--- config.mk ---
export PLATFORM = sky130hd
export DESIGN_NAME = rob_alloc_flat
export DESIGN_NICKNAME = d
export VERILOG_FILES = /design/src/rtl/rob_alloc_if.sv /design/src/rtl/rob_alloc.sv /design/src/flat_wrapper.sv
export SDC_FILE = /design/constraint.sdc
export NUM_CORES = 1
export LEC_CHECK = 0
export BUFFER_PORTS_ARGS = -buffer_cell sky130_fd_sc_hd__buf_4
export CELL_PAD_IN_SITES_DETAIL_PLACEMENT = 1
export CELL_PAD_IN_SITES_GLOBAL_PLACEMENT = 1
export CORE_MARGIN = 2
export CORE_UTILIZATION = 39
export DETAILED_ROUTE_END_ITERATION = 10
export HOLD_SLACK_MARGIN = 0.15
export PLACE_DENSITY = 0.76
export SYNTH_ARGS = -nofsm -noshare
export SYNTH_HDL_FRONTEND = slang
export SYNTH_SLANG_ARGS = --single-unit
--- constraint.sdc ---
create_clock -name clk -period 3.5 [get_ports clk]
set_input_delay 0.875 -clock clk [delete_from_list [all_inputs] [get_ports clk]]
set_output_delay 0.875 -clock clk [all_outputs]
set_load 0.02 [all_outputs]
--- src/rtl/rob_alloc_if.sv ---
// Allocation/commit handshake between decode, the ROB and rob_alloc.
interface rob_alloc_if #(
    parameter int ROB_IDX_BITS = 4
);
    logic                    clear;
    logic                    allocReq;
    logic                    allocGnt;
    logic [ROB_IDX_BITS-1:0] allocIdx;
    logic                    commitValid;
    logic [ROB_IDX_BITS-1:0] commitIdx;
    logic [ROB_IDX_BITS-1:0] headIdx;
    logic [ROB_IDX_BITS:0]   count;
    logic                    full;
    logic                    empty;
    logic                    stall;
    logic                    errOrder;

    // Decode/ROB side: issues requests, commits and flushes.
    modport master (
        output clear, allocReq, commitValid, commitIdx,
        input  allocGnt, allocIdx, headIdx, count, full, empty, stall, errOrder
    );

    // Allocator side.
    modport slave (
        input  clear, allocReq, commitValid, commitIdx,
        output allocGnt, allocIdx, headIdx, count, full, empty, stall, errOrder
    );
endinterface

--- src/rtl/rob_alloc.sv ---
// Reorder-buffer slot allocator: circular tail/head pointers, in-flight
// bitmap, zero-latency grant, in-order commit checking and flush handling.
module rob_alloc #(
    parameter int ROB_SLOTS    = 16,
    parameter int ROB_IDX_BITS = 4
) (
    input  logic         clk,
    input  logic         rst,
    rob_alloc_if.slave   bus
);
    typedef enum logic {RUN = 1'b0, FLUSH = 1'b1} state_t;

    localparam logic [ROB_IDX_BITS:0] SLOTS_CNT = (ROB_IDX_BITS+1)'(ROB_SLOTS);

    state_t                  state, state_nxt;
    logic [ROB_IDX_BITS-1:0] head, tail;
    logic [ROB_IDX_BITS:0]   count;
    logic [ROB_SLOTS-1:0]    inflight;
    logic                    err_order;
    logic                    gnt, commit_ok, commit_bad;
    logic                    full;

    // Full comes from the registered count only, so a commit in the same
    // cycle never frees a slot for a same-cycle allocation.
    assign full = (count == SLOTS_CNT);

    // Next state plus grant/commit qualification; clear and FLUSH mask both.
    always_comb begin
        state_nxt  = state;
        gnt        = 1'b0;
        commit_ok  = 1'b0;
        commit_bad = 1'b0;
        case (state)
            RUN: begin
                if (bus.clear) begin
                    state_nxt = FLUSH;
                end else begin
                    gnt = bus.allocReq && !full && !rst;
                    if (bus.commitValid) begin
                        if (inflight[bus.commitIdx] && (bus.commitIdx == head))
                            commit_ok = 1'b1;
                        else
                            commit_bad = 1'b1;
                    end
                end
            end
            FLUSH:   state_nxt = bus.clear ? FLUSH : RUN;
            default: state_nxt = RUN;
        endcase
    end

    // FSM state register.
    always_ff @(posedge clk or posedge rst) begin
        if (rst) state <= RUN;
        else     state <= state_nxt;
    end

    // Pointers, occupancy and in-flight bitmap; a grant never targets a live
    // slot because it is blocked while full, so the two bitmap writes cannot collide.
    always_ff @(posedge clk or posedge rst) begin
        if (rst) begin
            head     <= '0;
            tail     <= '0;
            count    <= '0;
            inflight <= '0;
        end else if (bus.clear) begin
            head     <= '0;
            tail     <= '0;
            count    <= '0;
            inflight <= '0;
        end else begin
            if (gnt) begin
                tail           <= tail + 1'b1;
                inflight[tail] <= 1'b1;
            end
            if (commit_ok) begin
                head                    <= head + 1'b1;
                inflight[bus.commitIdx] <= 1'b0;
            end
            case ({gnt, commit_ok})
                2'b10:   count <= count + 1'b1;
                2'b01:   count <= count - 1'b1;
                default: count <= count;
            endcase
        end
    end

    // Sticky protocol error; only reset clears it, a flush keeps it.
    always_ff @(posedge clk or posedge rst) begin
        if (rst)             err_order <= 1'b0;
        else if (commit_bad) err_order <= 1'b1;
    end

    assign bus.allocGnt = gnt;
    assign bus.allocIdx = tail;
    assign bus.headIdx  = head;
    assign bus.count    = count;
    assign bus.full     = full;
    assign bus.empty    = (count == '0);
    assign bus.stall    = bus.allocReq && !gnt;
    assign bus.errOrder = err_order;
endmodule
--- src/flat_wrapper.sv ---
// flat-port wrapper written by rule: the top's interface ports become plain ports
module rob_alloc_flat 
#(
    parameter int ROB_SLOTS    = 16,
    parameter int ROB_IDX_BITS = 4
)
  (clk, rst, bus_clear, bus_allocReq, bus_commitValid, bus_commitIdx, bus_allocGnt, bus_allocIdx, bus_headIdx, bus_count, bus_full, bus_empty, bus_stall, bus_errOrder);
  rob_alloc_if #(.ROB_IDX_BITS(ROB_IDX_BITS)) bus_i ();
  input  logic clk;
  input  logic rst;
  input wire logic [$bits(bus_i.clear)-1:0] bus_clear;
  input wire logic [$bits(bus_i.allocReq)-1:0] bus_allocReq;
  input wire logic [$bits(bus_i.commitValid)-1:0] bus_commitValid;
  input wire logic [$bits(bus_i.commitIdx)-1:0] bus_commitIdx;
  output wire logic [$bits(bus_i.allocGnt)-1:0] bus_allocGnt;
  output wire logic [$bits(bus_i.allocIdx)-1:0] bus_allocIdx;
  output wire logic [$bits(bus_i.headIdx)-1:0] bus_headIdx;
  output wire logic [$bits(bus_i.count)-1:0] bus_count;
  output wire logic [$bits(bus_i.full)-1:0] bus_full;
  output wire logic [$bits(bus_i.empty)-1:0] bus_empty;
  output wire logic [$bits(bus_i.stall)-1:0] bus_stall;
  output wire logic [$bits(bus_i.errOrder)-1:0] bus_errOrder;
  assign bus_i.clear = bus_clear;
  assign bus_i.allocReq = bus_allocReq;
  assign bus_i.commitValid = bus_commitValid;
  assign bus_i.commitIdx = bus_commitIdx;
  assign bus_allocGnt = bus_i.allocGnt;
  assign bus_allocIdx = bus_i.allocIdx;
  assign bus_headIdx = bus_i.headIdx;
  assign bus_count = bus_i.count;
  assign bus_full = bus_i.full;
  assign bus_empty = bus_i.empty;
  assign bus_stall = bus_i.stall;
  assign bus_errOrder = bus_i.errOrder;
  rob_alloc #(.ROB_SLOTS(ROB_SLOTS), .ROB_IDX_BITS(ROB_IDX_BITS)) u_core (.clk(clk), .rst(rst), .bus(bus_i));
endmodule
Yosys cells after proc, flatten, opt, wreduce, memory -nomap -nowiden
Cells that the tools add are included.
- flip-flop bits (word level): 31
- input port bits: 9
- logic and storage cells: 61
- add/sub/neg operators: 4
- order comparisons: 4
- eq/ne operators: 4
- muxes and demuxes: 27
- bitwise logic cells: 3
- reduce and logical (&&, ||, !) cells: 13
- operator list (operator ; count):
    16-bit two-way mux ; 4
    16-bit AND ; 1
    4-bit two-way mux ; 4
    16-bit inverter ; 1
    16-bit OR ; 1
    1-bit two-way mux ; 14
    4-bit by 5-bit less-than comparator with 1-bit output, second input constant ; 2
    5-bit case mux with 2 select lines ; 1
    4-bit by 1-bit adder with 4-bit output, second input constant ; 2
    1-bit demux with 4-bit select ; 2
    4-bit by 1-bit greater-or-equal comparator with 1-bit output, second input constant ; 2
    1-bit logical AND ; 6
    5-bit by 1-bit adder with 5-bit output, second input constant ; 1
    5-bit equality test, second input constant ; 1
    5-bit logical NOT ; 1
    5-bit two-way mux ; 1
    5-bit by 1-bit subtractor with 5-bit output, second input constant ; 1
    1-bit binary-select mux with 4-bit select ; 1
    4-bit equality test ; 1
    2-bit nonzero test ; 2
    1-bit logical NOT ; 3
    3-bit nonzero test ; 1
    2-bit by 1-bit equality test with 1-bit output, second input constant ; 1
    2-bit equality test, second input constant ; 1

Depth between registers and ports, before layout
Gate-level depths: netlist (run 1).
- depth after elaboration: 11
- gate-level depth with buffers: 13
- gate-level depth less buffers: 11

Worst setup path before layout (run 1)
Ideal clock, no wire load.
- kind: input to output
- start point: input rst
- end point: output bus_stall
- data arrival time: 2.877 ns
- data required time: 2.625 ns
- path slack: -0.252 ns
- stages: 5
- cells stage by stage: inv_1 -> o211ai_2 -> nor3_2 -> clkbuf_1 -> nor2b_1
- word-level cells in the longest chain between the ends: 6
- ends and longest elaborated chain (element ; line ; text):
    start, declared ; flat_wrapper.sv:10 ; input logic rst;
    1-bit logical NOT ; rob_alloc.sv:38 ; gnt = bus.allocReq && !full && !rst;
    1-bit logical AND ; rob_alloc.sv:38 ;
    1-bit two-way mux ; rob_alloc.sv:35 ; if (bus.clear) begin
    1-bit two-way mux ; rob_alloc.sv:33 ; case (state)
    net bus_allocGnt ; flat_wrapper.sv:15 ; output wire logic [$bits(bus_i.allocGnt)-1:0] bus_allocGnt;
    1-bit logical NOT ; rob_alloc.sv:100 ; assign bus.stall = bus.allocReq && !gnt;
    1-bit logical AND ; rob_alloc.sv:100 ;
    end, declared ; flat_wrapper.sv:21 ; output wire logic [$bits(bus_i.stall)-1:0] bus_stall;
The timed path passes the listed nets, and every way through them passes these cells.

Worst setup path after layout (run 1)
- start point: input bus_commitIdx[3]
- end point: register u_core.count[4] (netlist: u_core.bus.count[4])
- word-level cells in the longest chain between the ends: 10
- ends and longest elaborated chain (element ; line ; text):
    start, declared ; flat_wrapper.sv:14 ; input wire logic [$bits(bus_i.commitIdx)-1:0] bus_commitIdx;
    1-bit binary-select mux with 4-bit select ; rob_alloc.sv:40 ; if (inflight[bus.commitIdx] && (bus.commitIdx == head))
    1-bit two-way mux (not written as such) ; rob_alloc.sv:40 ;
    1-bit logical AND * ; rob_alloc.sv:40 ;
    1-bit two-way mux * ; rob_alloc.sv:40 ;
    1-bit two-way mux * ; rob_alloc.sv:39 ; if (bus.commitValid) begin
    1-bit two-way mux * ; rob_alloc.sv:35 ;
    1-bit two-way mux * ; rob_alloc.sv:33 ;
    2-bit by 1-bit equality test with 1-bit output / 2-bit equality test (equally long branches) ; rob_alloc.sv:80 ; case ({gnt, commit_ok})
    5-bit case mux with 2 select lines ; rob_alloc.sv:80 ;
    5-bit two-way mux ; rob_alloc.sv:66 ; end else if (bus.clear) begin
    end signal, assigned ; rob_alloc.sv:81 ; 2'b10: count <= count + 1'b1;
    end signal, assigned ; rob_alloc.sv:82 ; 2'b01: count <= count - 1'b1;
    end signal, assigned ; rob_alloc.sv:83 ; default: count <= count;
    end, declared ; rob_alloc.sv:17 ; logic [ROB_IDX_BITS:0] count;
Every way passes the cells marked *; elsewhere a longest branch is shown, timed or not. The select of a mux whose other input is x is not followed.
A chain may end at the register's enable or synchronous reset.

==> flow_summary.toml, run 1 <==
[hold_path]
hold_class = "reg2reg"
hold_depth = 1
holdPathEnd = "u_core.bus.errOrder"
min_from = "u_core.bus.errOrder"

[pwr]
power.total_uw = 843.9
p_comb_share_pct = 16.6
vdd_drop_max_v = 0.0002264
leakagePower_nw = 0.9749
power_density_nw_per_um2 = 375.6
p_clk_share_pct = 37.7
p_sw_uw = 239.6
p_seq_share_pct = 45.7
switching_share_pct = 28.39
intPower_uw = 604.3

[clocking]
postCtsSetupBuffers = 0
cts_hold_buf = 0
worst_skew_pair.late_latency_ns = 0.29
cts_sinks = 31
clk_pin_slew_ns = 0.07
h-tree-depth = 2
cts-root-buf = "clkbuf_8"
numCtsBuffers = 5
cts_resized = 0
cts_tree = "yes"
clock_path_buffers = 2

[placement]
post-dp-hpwl_um = 3613
dp.cells = 286
pre_cts_ws_ns = 0.1546
gp_congestion = 0.8032
numPortBuffers = 26
place_area_um2 = 2147

[worst_setup_path]
crit_required_ns = 3.68
crit_fanout = 15
criticalPathCategory = "in2reg"
worstSetupStartpointType = "input port"
reg2reg_from = "u_core.bus.headIdx[0]"
crit_path_end_kind = "register"
r2r_cells = 11
cp.arrival_ns = 3.29
reg2reg_setup_slack_ns = 0.63
r2r-end = "u_core.bus.count[4]"

[logic_synthesis]
synth.yosys.seq_area_share_pct = 40.79
ys_ff_latch = 31
synth_xor_area_share_pct = 4.079
yosys.area_share.adder_pct = 4.605
avgSynthCellArea_um2 = 9.415
synth_top_family_by_area = "simple AND/OR/NAND/NOR gates"
synth_top_area_share_pct = 40.79
async_reset_ff_share_pct = 100.0
ys_top_cells_by_area = "dfrtp_1 (41%), mux2i_1 (5.3%), a31oi_1 (4.6%), ha_1 (4.6%), nor2_1 (3.6%)"
synth_cell_types = 40
synth_top_area_cell = "dfrtp_1"
synth_most_common_cell = "dfrtp_1"
synth-simple-area-share_pct = 21.05
syn-num-nets = 218
syn-cell-area_um2 = 1902
synth_edf_count = 0
muxShareOfSynthArea_pct = 6.645
synth_common_cells = "dfrtp_1 (31), nor2_1 (18), a31oi_1 (14), nand2_1 (14), nor3_1 (13)"
synth_compound_gate_area_share_pct = 18.68
syn_inst = 202
synth_ff_type = "dfrtp_1"
yosysWarningCount = 0

[sta]
hold_ws_ns = 0.5131
skew_ns = 0.003713
hold_viol = 0
rsz0062_at_grt = "no"
fin_crit_sh_pct = 88.95
min_period_ns = 3.113
tightest_slew_ns = 0.5213
fmax_ghz = 0.3212
setup_viol = 0
maxSlewHeadroom_pct = 65.07
drv_slew = 0
setup_tns_ns = 0
fin_ws_ns = 0.3868

[drt]
drtIter0Drc = 101
drc_errors = 0
final_antenna_net_count = 0
via_per_inst = 5.650
routed_wl_um = 5155
wl_per_cell_um = 17.53
vias = 1661
first_pass_iters = 4

[global_route]
grt-ovfl-total = 0
grt_pass1_vias = 1782
grt_start_max_net_pins = 32
antenna_found_initial = 0
gr-usage-all-layers_pct = 21.80
grt_first_pass_wirelength_um = 9011

[floorplanning]
core_area_um2 = 4723
start_util_pct = 40.26
fp.dieW_um = 73.83
dieArea_um2 = 5451
die_h_um = 73.83
io-pin-count = 27
row_count = 25

[final_layout]
final_util_pct = 47.58
seqCellArea_um2 = 775.7
n_antenna_cell = 0
drive_gt1_share_pct = 19.82
multi_input_area_um2 = 1047
fin_area_um2 = 2247
fillers = 560
nNetsFinal = 242
final_cells = 294
syn2layout_area_growth_pct = 18.16

[flow_run]
maxCapViolations = 0

[run_status]
outcome = "completed"
## placed cells by master (no fill, tap or decap), types with 5 or more instances in the layout
cell	count
dfrtp_1	31
buf_4	29
nor2_1	18
nand2_1	14
a31oi_1	14
nor3_1	13
mux2i_1	10
nor2b_1	9
xor2_1	7
nand3_1	7
a211oi_1	7
a21oi_1	7
ha_1	7
clkbuf_8	7
nand2b_1	5
## sequential cells by signal, indices dropped and copies added (netlist names)
name / cells
u_core.bus.headIdx: 4
u_core.bus.allocIdx: 4
u_core.bus.count: 5
u_core.state: 1
u_core.bus.errOrder: 1
u_core.inflight: 16
## layer usage
| metal | vias to the layer above | global-route usage (%) | part of all wire, % |
|---|---|---|---|
| met5 | - | 0 | 0 |
| li1 | 780 | - | - |
| met1 | 824 | 29.90 | 50 |
| met3 | 14 | 4.252 | 3.9 |
| met4 | 0 | 9.899 | 2.7 |
| met2 | 43 | 33.04 | 44 |
## power groups by stage
stage / clock, mW / combinational, mW / sequential, mW
after floorplan: 0 / 0.0826 / 0.397
after global placement: 0 / 0.140 / 0.392
after detailed placement: 0 / 0.142 / 0.392
after CTS: 0.324 / 0.142 / 0.385
after global routing: 0.342 / 0.155 / 0.388
final: 0.318 / 0.140 / 0.385
## worst max-delay path: stages
cell	delay (ns)
buf_4	0.17
xor2_1	0.21
nor4_1	0.39
nand4_1	0.26
a211oi_4	0.33
xor2_1	0.11
ha_1	0.24
o31ai_1	0.21
nand2b_1	0.08
mux2i_1	0.19
mux2_4	0.18
o21ai_1	0.05
## cells by family after synthesis
| kind of cell | count (synthesis) |
|---|---|
| and+or+nand+nor | 79 |
| AOI/OAI and AO/OA | 48 |
| DFF | 31 |
| buffers and inverters | 17 |
| muxes | 12 |
| xor gates and xnor gates | 8 |
| adders and majority gates | 7 |
## worst max-delay path by stage
stage	cells after the start	start	slack, ns	to
after floorplan	5	rst	0.13	bus_stall
after global placement	12	bus_commitIdx[3]	0.25	u_core.bus.count[4]
after detailed placement	12	bus_commitIdx[3]	0.15	u_core.bus.count[4]
after CTS	12	bus_commitIdx[3]	0.40	u_core.bus.count[4]
after global routing	12	bus_commitIdx[3]	0.08	u_core.bus.count[4]
final	12	bus_commitIdx[3]	0.39	u_core.bus.count[4]
## area by class of cell
type | instances | area share, %
Multi-Input combinational cell | 154 | 46.60
Sequential cell | 31 | 34.52
Timing Repair Buffer | 29 | 9.688
Clock buffer | 8 | 4.454
Tap cell | 67 | 3.731
Inverter | 5 | 1.002
(Power assumes the default switching activity.)
==> inputs of run 2 (changes only) <==
--- a/config.mk
+++ b/config.mk
@@ -5,11 +5,12 @@
 export SDC_FILE = /design/constraint.sdc
 export NUM_CORES = 1
 export LEC_CHECK = 0
+export ABC_AREA = 1
 export BUFFER_PORTS_ARGS = -buffer_cell sky130_fd_sc_hd__buf_4
 export CELL_PAD_IN_SITES_DETAIL_PLACEMENT = 1
 export CELL_PAD_IN_SITES_GLOBAL_PLACEMENT = 1
 export CORE_MARGIN = 2
-export CORE_UTILIZATION = 39
+export CORE_UTILIZATION = 38
 export DETAILED_ROUTE_END_ITERATION = 10
 export HOLD_SLACK_MARGIN = 0.15
 export PLACE_DENSITY = 0.76
==> run 2 against run 1 <==
Net effect:
- core utilization is 0.87 points lower
- first-iteration DRC count is 32% lower
- clock skew is 0.0038 ns higher
- register-to-register slack better by 0.42 ns
- non-clock buffer count is 1 lower
- wire length is 6.1% higher
- worst hold slack worse by 0.037 ns
- sequential power is 5.2% lower
- clock power hardly changed
==> flow_summary.toml, run 2 <==
[sta]
hold_viol = 0
fmax_ghz = 0.3444
maxSlewHeadroom_pct = 70.85
fin_crit_sh_pct = 82.96
min_period_ns = 2.904
setup_tns_ns = 0
drv_slew = 0
rsz0062_at_grt = "no"
setup_viol = 0
hold_ws_ns = 0.4759
skew_ns = 0.007466
tightest_slew_ns = 0.4353

[floorplanning]
core_area_um2 = 5205
row_count = 26
die_h_um = 77.98
start_util_pct = 39.95
dieArea_um2 = 6080
fp.dieW_um = 77.98
io-pin-count = 27

[final_layout]
top_register = "u_core.inflight"
final_common_cell = "nand2_1"
n_antenna_cell = 0
largestRegisters = "u_core.inflight: 16 flops, u_core.bus.count: 5 flops"
syn2layout_area_growth_pct = 16.91
seqCellArea_um2 = 775.7
fillers = 668
nNetsFinal = 311
mostFrequentLayoutCells = "nand2_1 (77), inv_1 (43), dfrtp_1 (31)"
multi_input_area_um2 = 1070
drive_gt1_share_pct = 20.27
largest_reg_flops = 16

[logic_synthesis]
synth-simple-area-share_pct = 27.02
syn_inst = 266
ys_ff_latch = 31
synth_xor_area_share_pct = 2.888
yosys.area_share.adder_pct = 4.212
synth_cell_types = 33
async_reset_ff_share_pct = 100.0
synth.yosys.seq_area_share_pct = 37.30
synth_top_area_cell = "dfrtp_1"
ys_top_cells_by_area = "dfrtp_1 (37%), nand2_1 (14%), inv_1 (7.8%), o311ai_1 (6.7%), o21bai_1 (5.8%)"
synth_ff_type = "dfrtp_1"
synth_common_cells = "nand2_1 (77), inv_1 (43), dfrtp_1 (31), o21bai_1 (16), o311ai_1 (16)"
synth_edf_count = 0
synth_most_common_cell = "nand2_1"
yosysWarningCount = 0
avgSynthCellArea_um2 = 7.818
syn-num-nets = 282
synth_top_family_by_area = "simple AND/OR/NAND/NOR gates"
muxShareOfSynthArea_pct = 0
synth_compound_gate_area_share_pct = 17.33
syn-cell-area_um2 = 2079
synth_top_area_share_pct = 37.30

[global_route]
grt_start_max_net_pins = 32
grt_pass1_vias = 1942
antenna_found_initial = 0
grt-ovfl-total = 0
grt_first_pass_wirelength_um = 9584
gr-usage-all-layers_pct = 19.92

[pwr]
vdd_drop_max_v = 0.0001888
power_density_nw_per_um2 = 311.2
leakagePower_nw = 1.353

[clocking]
cts_resized = 0
postCtsSetupBuffers = 0
clk_pin_slew_ns = 0.06
cts_sinks = 31
cts_hold_buf = 0
h-tree-depth = 2
clock_path_buffers = 2
cts_tree = "yes"
cts-root-buf = "clkbuf_8"
worst_skew_pair.late_latency_ns = 0.29
numCtsBuffers = 5

[drt]
wl_per_cell_um = 14.94
drtIter0Drc = 69
first_pass_iters = 4
final_antenna_net_count = 0
vias = 1867
drc_errors = 0
routed_wl_um = 5467
via_per_inst = 5.101

[worst_setup_path]
max_stage_delay_ns = 0.37
critPathBufInv = 3
crit_top_cell = "buf_4"
path_delay_family = "simple AND/OR/NAND/NOR gates"
crit_fanout = 9
worstSetupStartpointType = "input port"
criticalPathCategory = "in2out"
cp.arrival_ns = 2.03
crit_path_end_kind = "output port"
crit_required_ns = 2.62
slowest_stage = "nor4_2"
path_cells = "buf_4 -> nor4_2 -> nand2_4 -> inv_1 -> nor2_1 -> buf_4"

[flow_run]
maxCapViolations = 0

[placement]
post-dp-hpwl_um = 4092
numPortBuffers = 26
gp_congestion = 0.7949

[run_status]
outcome = "completed"

[hold_path]
hold_class = "reg2reg"
[run 2: cell count changes after synthesis, moves of 10 or more]
cell,change
a31oi_1,-14
inv_1,+38
mux2i_1,-10
nand2_1,+63
nor3_1,-12
o21bai_1,+15
o311ai_1,+16
[run 2: logic make-up after synthesis]
| group | after synthesis |
|---|---|
| buf+inv | 56 |
| fa+ha+maj | 7 |
| flops | 31 |
| compound gates | 49 |
| xor+xnor | 6 |
| simple gates | 117 |
[run 2: path summary, 6_finish.rpt]
path / from / end / slack, ns / depth (start not counted)
setup reg to reg: u_core.bus.count[0] / u_core.bus.count[4] / 1.05 / 12
setup / recovery: bus_clear / bus_stall / 0.60 / 6
hold / removal: u_core.bus.errOrder / u_core.bus.errOrder / 0.48 / 2
min in group asynchronous: rst / u_core.bus.allocIdx[1] / 0.68 / 3
max in group asynchronous: rst / u_core.bus.headIdx[2] / 2.52 / 3
hold reg to reg: u_core.bus.errOrder / u_core.bus.errOrder / 0.48 / 2
[run 2: layout make-up]
cell class / instances / share of cell area [%]
clock buffer: 8 / 4.117
tap: 70 / 3.603
timing repair buffer: 28 / 8.646
inverter: 50 / 7.720
multi-input combinational: 179 / 44.00
sequential: 31 / 31.91
[run 2: worst reg2reg max path: stages (launching register included)]
cell and delay (ns):
dfrtp_1 0.46, nor4_1 0.41, nand2_1 0.19, nand2_4 0.16, nand4_4 0.18, xor2_1 0.21, inv_2 0.06, ha_1 0.17
o21bai_2 0.19, nand2_1 0.10, nand4_1 0.09, nand3_1 0.10, nand2_1 0.05
[run 2: where the power goes]
part	switching (mW)	internal [mW]	leakage [nW]
registers	0.00400	0.361	0.425
clock network	0.140	0.180	0.0515
logic	0.0502	0.0214	0.877
total	0.195	0.562	1.35
[run 2: metal layers]
| metal | routed length (µm) | vias up | GRT usage [%] |
|---|---|---|---|
| met1 | 2495 | 908 | 26.50 |
| met2 | 2718 | 33 | 32.84 |
| met5 | 0 | - | 0 |
| li1 | - | 920 | - |
| met4 | 67 | 0 | 5.789 |
| met3 | 185 | 6 | 3.953 |
[run 2: metrics by stage]
step	worst slack, ns	instances	instance area [µm²]	utilization [%]	power [mW]
global route	0.5079	366	2431	46.71	0.7920
CTS	0.5732	366	2431	46.71	0.7655
finish	0.5964	366	2431	46.71	0.7565
detailed placement	0.5761	358	2331	44.78	0.4444
global placement	0.6244	358	2331	44.78	0.4447
floorplan	0.8271	266	2079	-	0.4147
